--- config.mk ---
export PLATFORM = sky130hd
export DESIGN_NAME = rs_gen
export DESIGN_NICKNAME = d
export VERILOG_FILES = /design/src/rtl/rs_gen_pkg.sv /design/src/rtl/rs_pick.sv /design/src/rtl/rs_gen.sv
export SDC_FILE = /design/constraint.sdc
export NUM_CORES = 2
export LEC_CHECK = 0
export CAP_MARGIN = 20
export CORE_ASPECT_RATIO = 1.75
export CORE_MARGIN = 1
export CORE_UTILIZATION = 26
export CTS_CLUSTER_DIAMETER = 30
export DETAILED_ROUTE_END_ITERATION = 16
export PLACE_DENSITY = 0.43
export RECOVER_POWER = 25
export SYNTH_ARGS = -nofsm -noshare
export SYNTH_HDL_FRONTEND = slang
export SYNTH_HIERARCHICAL = 1
export SYNTH_SLANG_ARGS = --single-unit
--- constraint.sdc ---
create_clock -name clk -period 39.2 [get_ports clk]
set_input_delay 5.88 -clock clk [delete_from_list [all_inputs] [get_ports clk]]
set_output_delay 5.88 -clock clk [all_outputs]
set_load 0.01 [all_outputs]
--- src/rtl/rs_gen_pkg.sv ---
`default_nettype none
// rs_gen_pkg: shared data word width, ready-tag value and opcode encodings
// used by the reservation station and its entry picker.
package rs_gen_pkg;

   localparam int WORD_W       = 32;
   localparam int ZERO_ROB_IDX = 0;

   localparam logic [5:0] OPT_NONE = 6'h00;

endpackage
`default_nettype wire

--- src/rtl/rs_pick.sv ---
`default_nettype none
// rs_pick: chooses one ready reservation-station entry for dispatch.
// RS_OLDEST_FIRST_EN selects oldest-by-issue via an age matrix; otherwise lowest index wins.
module rs_pick
   import rs_gen_pkg::*;
#(
   parameter int DEPTH = 16,
   parameter int IDX_W = $clog2(DEPTH)
)(
   input  logic             clk,
   input  logic             rst,
   input  logic             en,
   input  logic             push,
   input  logic [IDX_W-1:0] push_idx,
   input  logic [DEPTH-1:0] ready,
   output logic             any,
   output logic [IDX_W-1:0] idx
);

   logic [DEPTH-1:0] win;

`ifdef RS_OLDEST_FIRST_EN
   // age[i][j] set means entry i was issued before entry j
   logic [DEPTH-1:0] age [DEPTH];

   always_ff @(posedge clk) begin
      if (rst) begin
         for (int i = 0; i < DEPTH; i++) age[i] <= '0;
      end else if (en && push) begin
         for (int j = 0; j < DEPTH; j++) begin
            age[j][push_idx] <= (IDX_W'(j) != push_idx);
         end
         age[push_idx] <= '0;
      end
   end

   always_comb begin
      win = '0;
      for (int i = 0; i < DEPTH; i++) begin
         win[i] = ready[i];
         for (int j = 0; j < DEPTH; j++) begin
            if (j != i && ready[j] && !age[i][j]) win[i] = 1'b0;
         end
      end
   end
`else
   logic unused_pick;
   assign unused_pick = ^{clk, rst, en, push, push_idx};
   assign win         = ready;
`endif

   always_comb begin
      any = |win;
      idx = '0;
      for (int i = DEPTH - 1; i >= 0; i--) begin
         if (win[i]) idx = IDX_W'(i);
      end
   end

endmodule
`default_nettype wire

--- src/rtl/rs_gen.sv ---
`default_nettype none
// rs_gen: reservation station with issue-time CDB capture, CDB wakeup and a registered ALU port.
// Define RS_OLDEST_FIRST_EN to dispatch oldest-ready instead of lowest-index-ready.
module rs_gen
   import rs_gen_pkg::*;
#(
   parameter int DEPTH       = 16,
   parameter int NCDB        = 2,
   parameter int ROB_W       = 4,
   parameter int OPT_W       = 6,
   parameter int FULL_MARGIN = 4
)(
   input  logic                   clk,
   input  logic                   rst,
   input  logic                   rdy,
   input  logic                   stall,
   input  logic                   flush,
   output logic                   full,
   output logic                   empty,
   output logic                   err,
   input  logic                   id_valid,
   input  logic [OPT_W-1:0]       id_opt,
   input  logic [ROB_W-1:0]       id_src1,
   input  logic [ROB_W-1:0]       id_src2,
   input  logic [WORD_W-1:0]      id_val1,
   input  logic [WORD_W-1:0]      id_val2,
   input  logic [WORD_W-1:0]      id_imm,
   input  logic [ROB_W-1:0]       id_rob_idx,
   output logic                   alu_valid,
   output logic [OPT_W-1:0]       alu_opt,
   output logic [WORD_W-1:0]      alu_val1,
   output logic [WORD_W-1:0]      alu_val2,
   output logic [WORD_W-1:0]      alu_imm,
   output logic [ROB_W-1:0]       alu_rob_idx,
   input  logic                   alu_ready,
   input  logic [NCDB-1:0]        cdb_valid,
   input  logic [NCDB*ROB_W-1:0]  cdb_src,
   input  logic [NCDB*WORD_W-1:0] cdb_val
);

   localparam int               IDX_W    = $clog2(DEPTH);
   localparam int               CNT_W    = IDX_W + 1;
   localparam logic [ROB_W-1:0] TAG_ZERO = ROB_W'(ZERO_ROB_IDX);

   logic [DEPTH-1:0]              busy;
   logic [DEPTH-1:0][OPT_W-1:0]   e_opt;
   logic [DEPTH-1:0][ROB_W-1:0]   e_tag1, e_tag2, e_rob;
   logic [DEPTH-1:0][WORD_W-1:0]  e_val1, e_val2, e_imm;
   logic [CNT_W-1:0]              count;

   logic             active, push, pop, pick_any;
   logic [IDX_W-1:0] free_idx, pick_idx;
   logic [DEPTH-1:0] ready;
   logic             hit1, hit2;
   logic [WORD_W-1:0] cap1, cap2;

   assign active = rdy && !stall;
   assign push   = active && id_valid && (count < CNT_W'(DEPTH));
   assign pop    = active && pick_any && (!alu_valid || alu_ready);
   assign full   = count >= CNT_W'(DEPTH - FULL_MARGIN);
   assign empty  = count == '0;

   always_comb begin
      free_idx = '0;
      for (int i = DEPTH - 1; i >= 0; i--) begin
         if (!busy[i]) free_idx = IDX_W'(i);
      end
   end

   always_comb begin
      ready = '0;
      for (int i = 0; i < DEPTH; i++) begin
         ready[i] = busy[i] && (e_tag1[i] == TAG_ZERO) && (e_tag2[i] == TAG_ZERO);
      end
   end

   // Descending scan so the lowest-numbered matching CDB port wins.
   always_comb begin
      hit1 = 1'b0;
      hit2 = 1'b0;
      cap1 = id_val1;
      cap2 = id_val2;
      for (int k = NCDB - 1; k >= 0; k--) begin
         if (cdb_valid[k] && id_src1 != TAG_ZERO && cdb_src[k*ROB_W +: ROB_W] == id_src1) begin
            hit1 = 1'b1;
            cap1 = cdb_val[k*WORD_W +: WORD_W];
         end
         if (cdb_valid[k] && id_src2 != TAG_ZERO && cdb_src[k*ROB_W +: ROB_W] == id_src2) begin
            hit2 = 1'b1;
            cap2 = cdb_val[k*WORD_W +: WORD_W];
         end
      end
   end

   always_ff @(posedge clk) begin
      if (rst || flush) begin
         busy      <= '0;
         count     <= '0;
         alu_valid <= 1'b0;
         alu_opt   <= OPT_W'(OPT_NONE);
         e_tag1    <= '0;
         e_tag2    <= '0;
         if (rst) err <= 1'b0;
      end else if (active) begin
         if (id_valid && count == CNT_W'(DEPTH)) err <= 1'b1;
         count <= count + CNT_W'(push) - CNT_W'(pop);

         // Later (lower k) iterations override earlier ones, giving port 0 priority.
         for (int i = 0; i < DEPTH; i++) begin
            for (int k = NCDB - 1; k >= 0; k--) begin
               if (busy[i] && cdb_valid[k] && e_tag1[i] != TAG_ZERO &&
                   cdb_src[k*ROB_W +: ROB_W] == e_tag1[i]) begin
                  e_tag1[i] <= TAG_ZERO;
                  e_val1[i] <= cdb_val[k*WORD_W +: WORD_W];
               end
               if (busy[i] && cdb_valid[k] && e_tag2[i] != TAG_ZERO &&
                   cdb_src[k*ROB_W +: ROB_W] == e_tag2[i]) begin
                  e_tag2[i] <= TAG_ZERO;
                  e_val2[i] <= cdb_val[k*WORD_W +: WORD_W];
               end
            end
         end

         if (push) begin
            busy[free_idx]   <= 1'b1;
            e_opt[free_idx]  <= id_opt;
            e_tag1[free_idx] <= hit1 ? TAG_ZERO : id_src1;
            e_tag2[free_idx] <= hit2 ? TAG_ZERO : id_src2;
            e_val1[free_idx] <= cap1;
            e_val2[free_idx] <= cap2;
            e_imm[free_idx]  <= id_imm;
            e_rob[free_idx]  <= id_rob_idx;
         end

         if (pop) begin
            busy[pick_idx] <= 1'b0;
            alu_valid      <= 1'b1;
            alu_opt        <= e_opt[pick_idx];
            alu_val1       <= e_val1[pick_idx];
            alu_val2       <= e_val2[pick_idx];
            alu_imm        <= e_imm[pick_idx];
            alu_rob_idx    <= e_rob[pick_idx];
         end else if (alu_ready) begin
            alu_valid <= 1'b0;
         end
      end
   end

   rs_pick #(
      .DEPTH (DEPTH),
      .IDX_W (IDX_W)
   ) u_pick (
      .clk      (clk),
      .rst      (rst || flush),
      .en       (active),
      .push     (push),
      .push_idx (free_idx),
      .ready    (ready),
      .any      (pick_any),
      .idx      (pick_idx)
   );

endmodule
`default_nettype wire

# ---- Word level (Yosys, flattened, before mapping)
# Cells that the tools add are included.
dict set report totals {
  reg_bits 1953
  out_inout_bits 110
  inputBits 195
  word_cells 831
}
dict set report classes {
  eq_ne 70
  magnitude_cmp 6
  mux 339
  n_bitwise 4
  addsub 2
  n_reduce_logical 289
}
# operator n
set op_table {}
lappend op_table {{32-bit two-way mux} 136}
lappend op_table {{512-bit bitwise mux} 3}
lappend op_table {{512-bit two-way mux} 2}
lappend op_table {{4-bit two-way mux} 164}
lappend op_table {{32-bit binary-select mux with 4-bit select} 3}
lappend op_table {{4-bit equality test} 68}
lappend op_table {{1-bit logical AND} 208}
lappend op_table {{64-bit bitwise mux} 3}
lappend op_table {{4-bit nonzero test} 34}
lappend op_table {{32-bit demux with 4-bit select} 1}
lappend op_table {{4-bit zero test} 32}
lappend op_table {{64-bit two-way mux} 2}
lappend op_table {{96-bit bitwise mux} 1}
lappend op_table {{16-bit two-way mux} 4}
lappend op_table {{6-bit binary-select mux with 4-bit select} 1}
lappend op_table {{6-bit demux with 4-bit select} 1}
lappend op_table {{16-bit AND} 1}
lappend op_table {{4-bit binary-select mux with 4-bit select} 1}
lappend op_table {{4-bit demux with 4-bit select} 1}
lappend op_table {{16-bit inverter} 1}
lappend op_table {{16-bit bitwise OR} 1}
lappend op_table {{16-bit OR reduction} 1}
lappend op_table {{1-bit two-way mux} 12}
lappend op_table {{6-bit two-way mux} 2}
lappend op_table {{other kinds (16)} 27}

# ---- Longest topological paths before layout
dict set report depth {
  ltp_word 26
  ltp_mapped 20
  depth_no_buf 19
}

# ---- By module
# The synthesis kept the hierarchy.
# mod area_each_um2 cells_each n_inst
set by_module_without_submodules {}
lappend by_module_without_submodules {rs_gen 109894.1 8866 1}
lappend by_module_without_submodules {rs_pick 176.4 34 1}

# ---- Worst setup path after synthesis
# Ideal clock, no wire load.
dict set report synth_path {
  path_kind {in2reg}
  from {input port flush}
  to {register e_tag2[19] (netlist name)}
  setup_time_ps 185
  slack_ps 585
  t_arrival_ps 38430
  required_time_ps 39015
  path_stages 6
  path_buffers 2
  path_cell_list {or2_2 -> clkbuf_1 -> nor2_1 -> clkbuf_1 -> nand3_1 -> o22ai_1}
}
dict set report synth_via {
  elab_chain_len 1
}
# item line_no
set synth_lines {}
lappend synth_lines {{start: declaration} rs_gen.sv:17} ;# input logic flush,
lappend synth_lines {{1-bit logical OR} n/a}
lappend synth_lines {{end signal: indexed assignment} rs_gen.sv:128} ;# e_tag2[free_idx] <= hit2 ? TAG_ZERO : id_src2;
lappend synth_lines {{end: declaration} rs_gen.sv:47} ;# logic [DEPTH-1:0][ROB_W-1:0] e_tag1, e_tag2, e_rob;
# Every way passes these cells.
# A chain may end at the register's enable or synchronous reset.

# ---- Final worst setup path
dict set report layout_path {
  from {register e_tag1[63] (netlist name)}
  to {register alu_val1[30] (data pin)}
}
dict set report layout_via {
  elab_chain_len 21
}
# item line_no
set layout_lines {}
lappend layout_lines {{start: declaration} rs_gen.sv:47}
lappend layout_lines {{start signal: indexed assignment} rs_gen.sv:127} ;# e_tag1[free_idx] <= hit1 ? TAG_ZERO : id_src1;
lappend layout_lines {{4-bit zero test} rs_gen.sv:73} ;# ready[i] = busy[i] && (e_tag1[i] == TAG_ZERO) && (e_tag2[i] == TAG_ZERO);
lappend layout_lines {{1-bit logical AND (2 in series)} rs_gen.sv:73}
lappend layout_lines {{via ready[15]} rs_gen.sv:53} ;# logic [DEPTH-1:0] ready;
lappend layout_lines {{4-bit two-way mux (16 in series)} rs_pick.sv:56} ;# if (win[i]) idx = IDX_W'(i);
lappend layout_lines {{via pick_idx[0]} rs_gen.sv:52} ;# logic [IDX_W-1:0] free_idx, pick_idx;
lappend layout_lines {{32-bit binary-select mux with 4-bit select} rs_gen.sv:139} ;# alu_val1 <= e_val1[pick_idx];
lappend layout_lines {{32-bit two-way mux (not written as such)} rs_gen.sv:139}
lappend layout_lines {{end signal: assignment} rs_gen.sv:139}
lappend layout_lines {{end: declaration} rs_gen.sv:31} ;# output logic [WORD_W-1:0] alu_val1,
# The timed path passes the listed nets, and every way through them passes these cells. The select of a mux whose other input is x is not followed.

==> tab_implementation.tex <==
\begin{tabular}{lr}
\hline
Metric & Value \\
\hline
\multicolumn{2}{l}{\textbf{Timing}} \\
\quad Number of endpoints with negative hold slack in the final report & 0 \\
\quad Worst slew pin tran & roughly 9 ns \\
\quad Final clock skew & 0.0896 ns \\
\quad Total negative setup slack & 0 ns \\
\quad Fmax & 52.9 MHz \\
\quad RSZ-0062 raised after global routing & no \\
\quad Slew HR & -484\% \\
\quad Final setup violating endpoints & 0 \\
\quad Number of slew-limit violations in the final report & just under 700 \\
\quad Hold\_ws & 0.469 ns \\
\quad Fin crit period & 18.92 ns \\
\quad Final period utilization & 48.3\% \\
\multicolumn{2}{l}{\textbf{Setup path}} \\
\quad CP cell instances & nor3\_1 > nand2\_1 > nor4b\_1 > a21oi\_1 > o311a\_1 > o22ai\_1 > clkbuf\_1 > clkbuf\_1 > clkbuf\_1 > clkbuf\_1 > mux4\_2 > mux4\_2 \\
\quad Critical path buffer and inverter count & 4 \\
\quad Element type at the critical path start & flip-flop \\
\quad Delay-heaviest family, CP & buffers and inverters \\
\quad Largest incremental delay on the critical path & 6.34 ns \\
\quad Crit path top cell by count & sky130\_fd\_sc\_hd\_\_clkbuf\_1 \\
\quad CP required & about 40 ns \\
\quad Crit-path slowest cell & sky130\_fd\_sc\_hd\_\_clkbuf\_1 \\
\quad WS Path Type & flip-flop to flip-flop \\
\quad Arr. time, crit path & 19.52 ns \\
\quad Peak fanout along the critical path & slightly above 80 \\
\quad Crit end category & flip-flop \\
\multicolumn{2}{l}{\textbf{Logic synthesis}} \\
\quad Number of warning messages in the yosys log & 6 \\
\quad Total standard cell area after synthesis & 110000 µm² \\
\quad Syn avg cell area & 12.4 µm² \\
\quad Synthesized netlist net count & 9101 \\
\quad Gate Count Post-Synth & 8897 \\
\multicolumn{2}{l}{\textbf{Placed design}} \\
\quad Area after DPL & 119000 µm² \\
\quad Routability-driven placement congestion ratio & roughly 0.84 \\
\quad HPWL after detailed placement & 280 mm \\
\quad Number of port buffers & 304 \\
\multicolumn{2}{l}{\textbf{Clock tree}} \\
\quad CTS Root Cell & sky130\_fd\_sc\_hd\_\_clkbuf\_16 \\
\quad Maximum buffer depth of the clock tree & 4 \\
\quad Cts bufs inserted & 427 \\
\quad CTS HTree Levels & 5 \\
\quad Number of post-CTS setup repair buffers & 0 \\
\quad Num Clock Sinks & 1953 \\
\quad Number of resized instances in the post-cts repair step & 0 \\
\quad CTS tree & built \\
\quad Count of hold buffers inserted by post-cts repair & 0 \\
\quad Clock-pin slew reported for the worst setup and hold paths after clock tree synthesis & 0.05 ns \\
\quad Insertion delay of the later-clocked pin in the worst-skew pair & 0.96 ns \\
\multicolumn{2}{l}{\textbf{Job}} \\
\quad Max capacitance violation total & 14 \\
\multicolumn{2}{l}{\textbf{Routing}} \\
\quad Vias post-DR & 84100 \\
\quad Vias/cell & 5.68 \\
\quad Final routed wire length divided by cell count & approximately 34 µm \\
\quad Number of search-and-repair iterations in the first detailed-routing pass & 9 \\
\quad Detailed Route Iter0 Violations & about 10000 \\
\quad Total wire length & 506 mm \\
\quad Number of remaining DRC errors & 0 \\
\quad Remaining antenna violation count after routing & 0 \\
\multicolumn{2}{l}{\textbf{Worst hold path}} \\
\quad Worst min path class & flip-flop to flip-flop \\
\multicolumn{2}{l}{\textbf{Power}} \\
\quad Pwr/cell area & 45.6 nW/µm² \\
\quad Worst IR Drop VDD & 0.0364 mV \\
\quad Power Total & roughly 6.1 mW \\
\quad Static leakage & just over 50 nW \\
\multicolumn{2}{l}{\textbf{Cells and area}} \\
\quad Post-layout nets & 9102 \\
\quad Register Area & 57100 µm² \\
\quad Util after Layout & 31.7\% \\
\quad Layout area overhead & 21.1\% \\
\quad Share of final-layout standard cells stronger than drive strength 1 & 22.7\% \\
\quad Filler instances & $\sim$42000 \\
\quad Post-Layout Inst Area & around 130000 µm² \\
\quad Area of the multi-input gates & 49300 µm² \\
\multicolumn{2}{l}{\textbf{Floorplanning}} \\
\quad Die height & approximately 860 µm \\
\quad Initial Util & 26.1\% \\
\quad \# IOs & 305 \\
\quad Std cell rows & 315 \\
\quad Area of the core region & 421000 µm² \\
\quad Die width & 494 µm \\
\quad Overall die area & 426000 µm² \\
\multicolumn{2}{l}{\textbf{GRT}} \\
\quad Number of antenna violations at the first check in global routing & 60 \\
\quad Wire length of the first global-routing pass & around 690 mm \\
\quad Pin count of the biggest net entering global routing & $\sim$150 \\
\quad GRT Resource Usage Total & 23.0\% \\
\quad Vias in the first global route & 83900 \\
\quad Sum of overflow across all layers after global routing & 0 \\
\multicolumn{2}{l}{\textbf{Outcome}} \\
\quad Violated checks & max-capacitance violations, max-slew violations \\
\quad Status & finished, violations left \\
\hline
\end{tabular}
==> power breakdown <==
group	internal, mW	switching, mW	total [mW]
clock network	2.29	1.26	3.54
registers	2.29	0.00860	2.30
logic	0.0724	0.160	0.232
total	4.65	1.42	6.07
==> final timing paths <==
path	startpoint	endpoint	slack, ns	cells past startpoint
worst max-delay path	e_tag1[63]	alu_val1[30]	20.28	12
worst min-delay path	alu_opt[0]	alu_opt[0]	0.47	2
worst max register to register	e_tag1[63]	alu_val1[30]	20.28	12
worst min register to register	alu_opt[0]	alu_opt[0]	0.47	2
==> cells in the final DEF, fill, tap and decap left out, drive strengths merged, types with 158 or more instances in the layout <==
cell,count
o21ai,1099
xor2,191
o22ai,362
nor2,1040
clkinv,158
a211o,676
clkbuf,534
mux2,384
clkdlybuf4s50,206
mux2i,768
mux4,530
edfxtp,1797
buf,359
==> cell type report <==
type                            count  area share, %
Timing Repair Buffer              667           4.36
Tap cell                         5547           5.21
Antenna cell                       16         0.0300
Multi-Input combinational cell   5827           37.0
Clock buffer                      518           8.55
Inverter                           22         0.0620
Clock inverter                    266           1.93
Sequential cell                  1953           42.8
==> metal layers <==
layer  vias up  GRT usage, %  share of wire (%)
li1      34800             -                  -
met1     43200          27.3                 37
met2      4782          38.5                 48
met3      1290          4.81                8.5
met4        50          13.0                6.2
met5         -             0              0.065
==> stage by stage <==
step	setup WS (ns)	instances
floorplan	0.585	8897
global placement	26.55	14000
detailed placement	26.37	14000
CTS	27.36	14800
global route	18.52	14800
finish	20.28	14800
==> tightest hold or removal path: cells and delay by family, from the launching register on <==
family	cells	cell delay, ns
AOI/OAI and AO/OA	1	0.06
DFF	1	0.31
and+or+nand+nor	1	0.05
==> registers in the layout (all words and copies together), names as in the netlist, 64 cells and up <==
signal	count
e_val2	512
e_imm	512
e_tag2	64
e_tag1	64
e_rob	64
e_opt	96
e_val1	512
No activity file was read; power rests on OpenSTA's default activity.
